===== src/rtl/dmem_arb_pkg.sv =====
// Shared types and constants for the data-memory arbiter.
// The arbiter's optional stall statistics are enabled with DMEM_ARBITER_STATS_EN.
package dmem_arb_pkg;

  localparam int WORD_W = 16;
  localparam int ADDR_W = 16;

  typedef enum logic [1:0] {
    GRANT_CORE = 2'd0,
    GRANT_AUX  = 2'd1,
    AUX_RESP   = 2'd2
  } arbState_e;

  // True when the address lies inside a memory of 2**addrLen words.
  function automatic logic inRange(input logic [ADDR_W-1:0] addr, input int unsigned addrLen);
    if (addrLen >= ADDR_W) begin
      return 1'b1;
    end
    return (addr >> addrLen) == {ADDR_W{1'b0}};
  endfunction

endpackage


===== src/rtl/dmem_arbiter_if.sv =====
// Bus bundle between the core, the auxiliary requester, the arbiter and the data memory.
// The slave modport is the arbiter's view; the master modport is the environment's view.
interface dmem_arbiter_if;
  import dmem_arb_pkg::*;

  logic              i_core_req;
  logic              i_core_wr_en;
  logic [ADDR_W-1:0] i_core_addr;
  logic [WORD_W-1:0] i_core_wr_data;
  logic [WORD_W-1:0] o_core_rd_data;
  logic              o_core_stall;

  logic              i_aux_valid;
  logic              i_aux_wr_en;
  logic [ADDR_W-1:0] i_aux_addr;
  logic [WORD_W-1:0] i_aux_wr_data;
  logic              o_aux_ready;
  logic              o_aux_rd_valid;
  logic [WORD_W-1:0] o_aux_rd_data;

  logic              o_mem_wr_en;
  logic [ADDR_W-1:0] o_mem_addr;
  logic [WORD_W-1:0] o_mem_wr_data;
  logic [WORD_W-1:0] i_mem_rd_data;

  modport slave (
    input  i_core_req, i_core_wr_en, i_core_addr, i_core_wr_data,
    output o_core_rd_data, o_core_stall,
    input  i_aux_valid, i_aux_wr_en, i_aux_addr, i_aux_wr_data,
    output o_aux_ready, o_aux_rd_valid, o_aux_rd_data,
    output o_mem_wr_en, o_mem_addr, o_mem_wr_data,
    input  i_mem_rd_data
  );

  modport master (
    output i_core_req, i_core_wr_en, i_core_addr, i_core_wr_data,
    input  o_core_rd_data, o_core_stall,
    output i_aux_valid, i_aux_wr_en, i_aux_addr, i_aux_wr_data,
    input  o_aux_ready, o_aux_rd_valid, o_aux_rd_data,
    input  o_mem_wr_en, o_mem_addr, o_mem_wr_data,
    output i_mem_rd_data
  );

endinterface


===== src/rtl/dmem_arb_ager.sv =====
// Aux starvation guard: counts cycles the aux requester has waited behind the core
// and raises o_force on the cycle that brings the wait to p_MAX_WAIT.
module dmem_arb_ager #(
  parameter int p_MAX_WAIT = 4
) (
  input  logic i_clk,
  input  logic i_rst,
  input  logic i_inc,
  input  logic i_clear,
  output logic o_force
);

  logic [3:0] waitCnt_q;
  logic [3:0] waitCnt_d;

  // The current waiting cycle counts toward the limit, so the comparison uses the incremented value.
  always_comb begin
    waitCnt_d = waitCnt_q;
    if (i_clear) begin
      waitCnt_d = 4'd0;
    end else if (i_inc) begin
      waitCnt_d = waitCnt_q + 4'd1;
    end
    o_force = i_inc && (({1'b0, waitCnt_q} + 5'd1) == 5'(p_MAX_WAIT));
  end

  // Wait counter register.
  always_ff @(posedge i_clk) begin
    if (i_rst) begin
      waitCnt_q <= 4'd0;
    end else begin
      waitCnt_q <= waitCnt_d;
    end
  end

endmodule


===== src/rtl/dmem_arbiter.sv =====
// Two-requester data-memory arbiter: the core has priority, the aux port gets
// single-cycle grants when the core is idle or after waiting p_AUX_MAX_WAIT cycles.
// Define DMEM_ARBITER_STATS_EN to build the saturating core-stall counter.
module dmem_arbiter
  import dmem_arb_pkg::*;
#(
  parameter int p_ADDR_LEN     = 10,
  parameter int p_AUX_MAX_WAIT = 4
) (
  input  logic              i_clk,
  input  logic              i_rst,
  dmem_arbiter_if.slave     bus,
  output logic [WORD_W-1:0] o_conflict_count
);

  arbState_e state_q;
  logic      coreRange_q;
  logic      auxRange_q;
  logic      coreInRange;
  logic      auxInRange;
  logic      agerInc;
  logic      forceGrant;

  assign coreInRange = inRange(bus.i_core_addr, p_ADDR_LEN);
  assign auxInRange  = inRange(bus.i_aux_addr, p_ADDR_LEN);
  assign agerInc     = (state_q == GRANT_CORE) && bus.i_aux_valid && bus.i_core_req;

  dmem_arb_ager #(
    .p_MAX_WAIT(p_AUX_MAX_WAIT)
  ) u_ager (
    .i_clk   (i_clk),
    .i_rst   (i_rst),
    .i_inc   (agerInc),
    .i_clear (state_q == GRANT_AUX),
    .o_force (forceGrant)
  );

  // Ownership FSM; aux grants always return through GRANT_CORE so they never run back to back.
  always_ff @(posedge i_clk) begin
    if (i_rst) begin
      state_q <= GRANT_CORE;
    end else begin
      case (state_q)
        GRANT_CORE: begin
          if (bus.i_aux_valid && (!bus.i_core_req || forceGrant)) begin
            state_q <= GRANT_AUX;
          end
        end
        GRANT_AUX: state_q <= bus.i_aux_wr_en ? GRANT_CORE : AUX_RESP;
        default:   state_q <= GRANT_CORE;
      endcase
    end
  end

  // Remember whether last cycle's addresses were real so returning data can be masked.
  always_ff @(posedge i_clk) begin
    if (i_rst) begin
      coreRange_q <= 1'b0;
      auxRange_q  <= 1'b0;
    end else begin
      coreRange_q <= coreInRange;
      auxRange_q  <= auxInRange;
    end
  end

  // Memory steering and handshake outputs; reset silences every strobe immediately.
  always_comb begin
    bus.o_mem_addr     = bus.i_core_addr;
    bus.o_mem_wr_data  = bus.i_core_wr_data;
    bus.o_mem_wr_en    = bus.i_core_req && bus.i_core_wr_en && coreInRange;
    bus.o_core_stall   = 1'b0;
    bus.o_aux_ready    = 1'b0;
    bus.o_aux_rd_valid = 1'b0;
    case (state_q)
      GRANT_AUX: begin
        bus.o_mem_addr    = bus.i_aux_addr;
        bus.o_mem_wr_data = bus.i_aux_wr_data;
        bus.o_mem_wr_en   = bus.i_aux_valid && bus.i_aux_wr_en && auxInRange;
        bus.o_aux_ready   = 1'b1;
        bus.o_core_stall  = bus.i_core_req;
      end
      AUX_RESP: bus.o_aux_rd_valid = 1'b1;
      default: ;
    endcase
    if (i_rst) begin
      bus.o_mem_wr_en    = 1'b0;
      bus.o_core_stall   = 1'b0;
      bus.o_aux_ready    = 1'b0;
      bus.o_aux_rd_valid = 1'b0;
    end
  end

  assign bus.o_core_rd_data = coreRange_q ? bus.i_mem_rd_data : {WORD_W{1'b0}};
  assign bus.o_aux_rd_data  = auxRange_q ? bus.i_mem_rd_data : {WORD_W{1'b0}};

`ifdef DMEM_ARBITER_STATS_EN
  logic [WORD_W-1:0] conflictCnt_q;

  // Saturating tally of cycles the core spent stalled behind an aux grant.
  always_ff @(posedge i_clk) begin
    if (i_rst) begin
      conflictCnt_q <= {WORD_W{1'b0}};
    end else if (bus.o_core_stall && (conflictCnt_q != {WORD_W{1'b1}})) begin
      conflictCnt_q <= conflictCnt_q + 1'b1;
    end
  end

  assign o_conflict_count = conflictCnt_q;
`else
  assign o_conflict_count = {WORD_W{1'b0}};
`endif

endmodule


===== src/flat_wrapper.sv =====
// flat-port wrapper written by rule: the top's interface ports become plain ports
module dmem_arbiter_flat import dmem_arb_pkg::*;
#(
  parameter int p_ADDR_LEN     = 10,
  parameter int p_AUX_MAX_WAIT = 4
)
  (i_clk, i_rst, o_conflict_count, bus_i_core_req, bus_i_core_wr_en, bus_i_core_addr, bus_i_core_wr_data, bus_o_core_rd_data, bus_o_core_stall, bus_i_aux_valid, bus_i_aux_wr_en, bus_i_aux_addr, bus_i_aux_wr_data, bus_o_aux_ready, bus_o_aux_rd_valid, bus_o_aux_rd_data, bus_o_mem_wr_en, bus_o_mem_addr, bus_o_mem_wr_data, bus_i_mem_rd_data);
  dmem_arbiter_if bus_i ();
  input  logic i_clk;
  input  logic i_rst;
  output logic [WORD_W-1:0] o_conflict_count;
  input wire logic [$bits(bus_i.i_core_req)-1:0] bus_i_core_req;
  input wire logic [$bits(bus_i.i_core_wr_en)-1:0] bus_i_core_wr_en;
  input wire logic [$bits(bus_i.i_core_addr)-1:0] bus_i_core_addr;
  input wire logic [$bits(bus_i.i_core_wr_data)-1:0] bus_i_core_wr_data;
  output wire logic [$bits(bus_i.o_core_rd_data)-1:0] bus_o_core_rd_data;
  output wire logic [$bits(bus_i.o_core_stall)-1:0] bus_o_core_stall;
  input wire logic [$bits(bus_i.i_aux_valid)-1:0] bus_i_aux_valid;
  input wire logic [$bits(bus_i.i_aux_wr_en)-1:0] bus_i_aux_wr_en;
  input wire logic [$bits(bus_i.i_aux_addr)-1:0] bus_i_aux_addr;
  input wire logic [$bits(bus_i.i_aux_wr_data)-1:0] bus_i_aux_wr_data;
  output wire logic [$bits(bus_i.o_aux_ready)-1:0] bus_o_aux_ready;
  output wire logic [$bits(bus_i.o_aux_rd_valid)-1:0] bus_o_aux_rd_valid;
  output wire logic [$bits(bus_i.o_aux_rd_data)-1:0] bus_o_aux_rd_data;
  output wire logic [$bits(bus_i.o_mem_wr_en)-1:0] bus_o_mem_wr_en;
  output wire logic [$bits(bus_i.o_mem_addr)-1:0] bus_o_mem_addr;
  output wire logic [$bits(bus_i.o_mem_wr_data)-1:0] bus_o_mem_wr_data;
  input wire logic [$bits(bus_i.i_mem_rd_data)-1:0] bus_i_mem_rd_data;
  assign bus_i.i_core_req = bus_i_core_req;
  assign bus_i.i_core_wr_en = bus_i_core_wr_en;
  assign bus_i.i_core_addr = bus_i_core_addr;
  assign bus_i.i_core_wr_data = bus_i_core_wr_data;
  assign bus_o_core_rd_data = bus_i.o_core_rd_data;
  assign bus_o_core_stall = bus_i.o_core_stall;
  assign bus_i.i_aux_valid = bus_i_aux_valid;
  assign bus_i.i_aux_wr_en = bus_i_aux_wr_en;
  assign bus_i.i_aux_addr = bus_i_aux_addr;
  assign bus_i.i_aux_wr_data = bus_i_aux_wr_data;
  assign bus_o_aux_ready = bus_i.o_aux_ready;
  assign bus_o_aux_rd_valid = bus_i.o_aux_rd_valid;
  assign bus_o_aux_rd_data = bus_i.o_aux_rd_data;
  assign bus_o_mem_wr_en = bus_i.o_mem_wr_en;
  assign bus_o_mem_addr = bus_i.o_mem_addr;
  assign bus_o_mem_wr_data = bus_i.o_mem_wr_data;
  assign bus_i.i_mem_rd_data = bus_i_mem_rd_data;
  dmem_arbiter #(.p_ADDR_LEN(p_ADDR_LEN), .p_AUX_MAX_WAIT(p_AUX_MAX_WAIT)) u_core (.i_clk(i_clk), .i_rst(i_rst), .bus(bus_i), .o_conflict_count(o_conflict_count));
endmodule

===== config.mk =====
export PLATFORM = sky130hd
export DESIGN_NAME = dmem_arbiter_flat
export DESIGN_NICKNAME = d
export VERILOG_FILES = /design/src/rtl/dmem_arb_pkg.sv /design/src/rtl/dmem_arbiter_if.sv /design/src/rtl/dmem_arb_ager.sv /design/src/rtl/dmem_arbiter.sv /design/src/flat_wrapper.sv
export SDC_FILE = /design/constraint.sdc
export NUM_CORES = 1
export LEC_CHECK = 0
export ABC_AREA = 1
export BUFFER_PORTS_ARGS = -buffer_cell sky130_fd_sc_hd__buf_2
export CAP_MARGIN = 5
export CORE_MARGIN = 8
export CORE_UTILIZATION = 32
export CTS_BUF_LIST = sky130_fd_sc_hd__clkbuf_16
export DETAILED_ROUTE_END_ITERATION = 10
export PLACE_DENSITY_LB_ADDON = 0.25
export SLEW_MARGIN = 20
export SYNTH_ARGS = -nofsm -noshare
export SYNTH_HDL_FRONTEND = slang
export SYNTH_SLANG_ARGS = --single-unit

===== constraint.sdc =====
create_clock -name i_clk -period 1.54 [get_ports i_clk]
set_clock_uncertainty 0.2 [all_clocks]
set_input_delay 0 -clock i_clk [delete_from_list [all_inputs] [get_ports i_clk]]
set_output_delay 0 -clock i_clk [all_outputs]
set_load 0.005 [all_outputs]

==> results of run 1 <==
[final timing paths]
path,end,slack (ps),cells past startpoint
worst max register to register,u_core.state_q[0],190,7
worst min-delay path,u_core.coreRange_q,-110,4
worst max-delay path,bus_o_mem_wr_data[14],80,7
worst min register to register,u_core.u_ager.waitCnt_q[1],330,2
[report_power, final]
group / total (mW) / switching [mW] / internal, mW
clock: 0.427 / 0.0928 / 0.334
combinational: 0.378 / 0.180 / 0.197
sequential: 0.226 / 0.00972 / 0.216
total: 1.03 / 0.283 / 0.747
[logic make-up after synthesis]
group	share of synthesized area (%)
compound gates	3.92
fa+ha+maj	1.96
buf+inv	29.5
flops	12.5
other cells	0.294
simple gates	51.8
[registers in the layout, summed over array words and instances, names as in the netlist]
register,cells
u_core.u_ager.waitCnt_q,4
u_core.coreRange_q,1
u_core.auxRange_q,1
u_core.state_q,2
[worst min-delay path, cell delays in order]
cell     delay [ps]
buf_2            90
nor2_1           40
nand2_1          80
nor3_1           60
[layer usage]
layer  global-route usage (%)  part of all wire [%]
met1                     14.5                    35
met2                     29.0                    49
met3                     8.24                    15
met4                     4.07                  0.98
met5                        0                     0
[cell type report]
| type | instances | area [sq um] |
|---|---|---|
| well taps | 50 | 62.6 |
| flip-flops and latches | 8 | 161 |
| repair buffers | 171 | 948 |
| inverters | 48 | 183 |
| fillers | 393 | 1670 |
| multi-input cells | 190 | 812 |
| clock buffers | 3 | 75.1 |
[Yosys cell counts, drive strengths merged]
master  instances
a21oi           5
buf            23
clkbuf          3
conb            1
dfxtp           8
ha              2
inv            48
nand2         139
nand3           4
nand4           2
nor2           12
nor3            3
o21ai           5
or2             1
[repair_timing]
action / 4_1_cts / 5_1_grt
endpoints found under the setup margin: 0 / 31
hold buffers: 6 / 3
endpoints found under the hold margin: 8 / 1
resized for setup: 0 / 6
setup buffers: 0 / 7
==> results.py, run 1 <==
metrics = {
    "status": {
        "status": "complete, but fails checks",
        "violations": "negative hold slack",
    },
    "die": {
        "fp.dieArea_sq_mm": 0.00626,
        "die-width_um": 79.2,
        "start_util_pct": 32.6,
        "io_pins": 170,
        "chipHeight_um": 79.2,
        "std_cell_rows": 23,
        "coreArea_sq_mm": 0.00391,
    },
    "critical_path": {
        "path_cells": "inv_2, nand2_4, inv_4, buf_12, nand2_1, nand2_1, buf_2",
        "worstPathArrival_ps": 1260,
        "crit_path_start": "u_core.state_q[1]",
        "critPathBufInv": 4,
        "worstSetupPathType": "reg2out",
        "crit_slowest_cell": "dfxtp_1",
        "endpoint_kind": "output pin",
        "critPathMaxFanout": 28,
        "worstSetupStartpointType": "register",
        "max_stage_delay_ps": 310,
        "critPathMostFrequentCell": "nand2_1",
        "cpLargestDelayFamily": "buffers and inverters",
        "required_ps": 1340,
        "rr_startpoint": "u_core.u_ager.waitCnt_q[0]",
    },
    "yosys": {
        "yosysSeqAreaShare_pct": 12.5,
        "synth_seq_cells": 8,
        "synth_top_area_cell": "nand2_1",
        "synth_warnings": 0,
        "synthesis.area_sq_mm": 0.00128,
        "synth_area_per_cell_sq_um": 4.99,
        "synth_cell_types": 23,
        "synth_area_leaders": "nand2_1, inv_1, dfxtp_1",
        "synth_top_area_share_pct": 37.6,
        "synth_cells": 256,
    },
    "power_and_ir_drop": {
        "p_leak_nw": 1.68,
        "fin_total_pwr_mw": 1.03,
        "vdd_drop_max_mv": 0.423,
        "power.density_mw_per_mm2": 459,
    },
    "placement": {
        "io_buffers": 153,
        "hpwl_um": 4620,
        "pre_cts_ws_ps": 206,
        "routabilityCongestion": 0.808,
        "dp_cells": 450,
        "placed_cell_area_sq_mm": 0.00201,
    },
    "detailed_routing": {
        "vias": 1946,
        "drc": 0,
        "routed_wl_um": 5510,
        "via_per_inst": 4.14,
        "drt_first_pass_iters": 4,
        "drt_iter0_markers": 33,
        "ant_nets": 0,
        "wl_per_cell_um": 11.7,
    },
    "clock_network": {
        "root_buffer": "clkbuf_16",
        "cts_buffer_depth": 2,
        "clkLatencyLatePin_ps": 230,
        "cts_tree": "done",
        "numCtsBuffers": 3,
        "htree_levels": 1,
        "cts.sinks": 8,
        "path_clk_slew_ps": 40,
    },
    "timing": {
        "timing.hold.ws_ps": -107,
        "max_freq_mhz": 684,
        "finalSetupTns_ps": 0,
        "slew_headroom_pct": 63.8,
        "final_hold_viol_count": 1,
        "setup_slack_ps": 78.5,
        "period_share_pct": 94.9,
        "slew_violations": 0,
        "rsz0062_at_grt": "true",
        "setup_violations": 0,
        "worst_slew_pin_slew_ps": 542,
        "fin_crit_ps": 1460,
    },
    "global_route": {
        "overflow": 0,
        "grt_pass1_vias": 1971,
        "grt_max_degree": 29,
        "grt_usage_pct": 15.6,
        "antenna_found_initial": 0,
        "grt_first_pass_wirelength_um": 8280,
    },
    "min_path": {
        "min_path_type": "in2reg",
        "worstHoldStart": "bus_i_core_addr[13]",
    },
    "final_layout": {
        "fin_util_pct": 57.3,
        "drive_gt1_share_pct": 44.5,
        "final_nets": 510,
        "layout.cells.most_common": "buf_2",
        "layout.cells.non_filler": 470,
        "area_growth_syn_to_layout_pct": 75.7,
        "num_antenna_cells": 0,
        "stdcell_area_sq_mm": 0.00224,
        "most-common-layout-cells": "buf_2, nand2_1, inv_1, conb_1, nand2_2",
    },
    "flow_run": {
        "maxCapViolCount": 0,
    },
}
(Power assumes the default switching activity.)
==> run 2: changes to the inputs <==
--- a/constraint.sdc
+++ b/constraint.sdc
@@ -3,3 +3,3 @@
 set_input_delay 0 -clock i_clk [delete_from_list [all_inputs] [get_ports i_clk]]
 set_output_delay 0 -clock i_clk [all_outputs]
-set_load 0.005 [all_outputs]
+set_load 0.01 [all_outputs]
==> results.py, run 2 (synthesis results as in run 1) <==
metrics = {
    "final_layout": {
        "largest_reg_flops": 4,
        "drive_gt1_share_pct": 44.0,
        "top_register": "u_core.u_ager.waitCnt_q",
        "num_antenna_cells": 0,
        "area_growth_syn_to_layout_pct": 76.0,
        "largestRegisters": "u_core.u_ager.waitCnt_q (4), u_core.state_q (2)",
        "layout.cells.most_common": "buf_2",
        "fillers": 394,
        "fin_util_pct": 57.4,
        "final_nets": 508,
        "most-common-layout-cells": "buf_2, nand2_1, inv_1, conb_1",
    },
    "status": {
        "status": "completed",
    },
    "power_and_ir_drop": {
        "p_leak_nw": 1.68,
        "vdd_drop_max_mv": 0.367,
        "power.density_mw_per_mm2": 479,
        "fin_total_pwr_mw": 1.08,
    },
    "timing": {
        "slew_headroom_pct": 64.9,
        "setup_violations": 0,
        "setup_slack_ps": 65.4,
        "final_hold_viol_count": 0,
        "slew_violations": 0,
        "worst_slew_pin_slew_ps": 526,
        "fin_crit_ps": 1470,
        "timing.hold.ws_ps": 77.0,
        "period_share_pct": 95.8,
        "max_freq_mhz": 678,
    },
    "critical_path": {
        "worstSetupPathType": "in2out",
        "critPathMaxFanout": 2,
        "required_ps": 1340,
        "endpoint_kind": "output pin",
        "worstPathArrival_ps": 1270,
        "rr_worst_depth": 7,
        "worstSetupStartpointType": "primary input",
    },
    "placement": {
        "pre_cts_ws_ps": 210,
        "hpwl_um": 4640,
        "io_buffers": 153,
        "routabilityCongestion": 0.797,
    },
    "die": {
        "std_cell_rows": 23,
        "die-width_um": 79.2,
        "io_pins": 170,
        "fp.dieArea_sq_mm": 0.00626,
        "chipHeight_um": 79.2,
        "coreArea_sq_mm": 0.00391,
        "start_util_pct": 32.6,
    },
    "global_route": {
        "overflow": 0,
        "grt_max_degree": 29,
        "top_usage_layer": "met2",
        "grt_usage_pct": 15.4,
        "antenna_found_initial": 0,
        "met3_usage_pct": 8.47,
        "grt_pass1_vias": 1864,
        "use_met1_pct": 13.6,
        "use_met2_pct": 28.4,
        "grt_first_pass_wirelength_um": 7950,
    },
    "clock_network": {
        "cts_buffer_depth": 2,
        "cts.sinks": 8,
        "clkLatencyLatePin_ps": 230,
        "htree_levels": 1,
        "cts_tree": "done",
        "numCtsBuffers": 3,
        "root_buffer": "clkbuf_16",
    },
    "detailed_routing": {
        "drc": 0,
        "via_per_inst": 4.16,
        "drt_iter0_markers": 55,
        "vias": 1947,
        "ant_nets": 0,
        "wl_per_cell_um": 11.8,
        "routed_wl_um": 5500,
        "drt_first_pass_iters": 4,
    },
    "min_path": {
        "min_path_type": "in2out",
        "min_path_cells": 4,
    },
    "flow_run": {
        "maxCapViolCount": 0,
    },
}
## run 2: final timing paths
path	from	to	slack [ps]
max	bus_i_aux_addr[14]	bus_o_mem_wr_en	70
min	bus_i_mem_rd_data[7]	bus_o_aux_rd_data[7]	80
max reg2reg	u_core.u_ager.waitCnt_q[0]	u_core.state_q[0]	180
min reg2reg	u_core.u_ager.waitCnt_q[1]	u_core.u_ager.waitCnt_q[1]	330
## run 2: worst max-delay path, stage by stage
cell and delay, ps:
dlygate4sd3_1 550, buf_2 140, nor2_1 120, nand3_1 120
nor2_1 100, nand2_1 60, nand2_1 60, buf_2 130
## run 2: cell type report
type                            count  area, sq um  area share (%)
Timing Repair Buffer              170          955            42.5
Clock buffer                        3         75.1            3.34
Sequential cell                     8          163            7.24
Tap cell                           50         62.6            2.79
Multi-Input combinational cell    189          806            35.9
Inverter                           48          185            8.25
## run 2: where the power goes
part / internal [mW] / leakage (nW) / switching (mW)
Combinational: 0.199 / 1.58 / 0.216
Clock: 0.335 / 0.0370 / 0.102
Sequential: 0.216 / 0.0660 / 0.00900
Total: 0.750 / 1.68 / 0.327
## run 2: repair_timing
item                                   4_1_cts  5_1_grt
setup endpoints to repair                    1       33
hold buffers                                 7        5
resized for setup                            0        8
setup buffers                                3        0
cloned                                       0        1
pin swaps                                    1        1
endpoints found under the hold margin        8        1
## run 2: layer usage
layer / vias to the layer above / wire [um]
met1: 796 / 1830
li1: 1028 / -
met2: 117 / 2700
met5: - / 0
met3: 6 / 896
met4: 0 / 73
## run 2: through the flow
step	cell area (sq um)	setup TNS (ps)	instances
after detailed placement	1990	0	450
after global placement	1990	0	450
final	2250	0	468
after global routing	2250	-0.595	468
after CTS	2160	0	463
after floorplan	1330	0	271
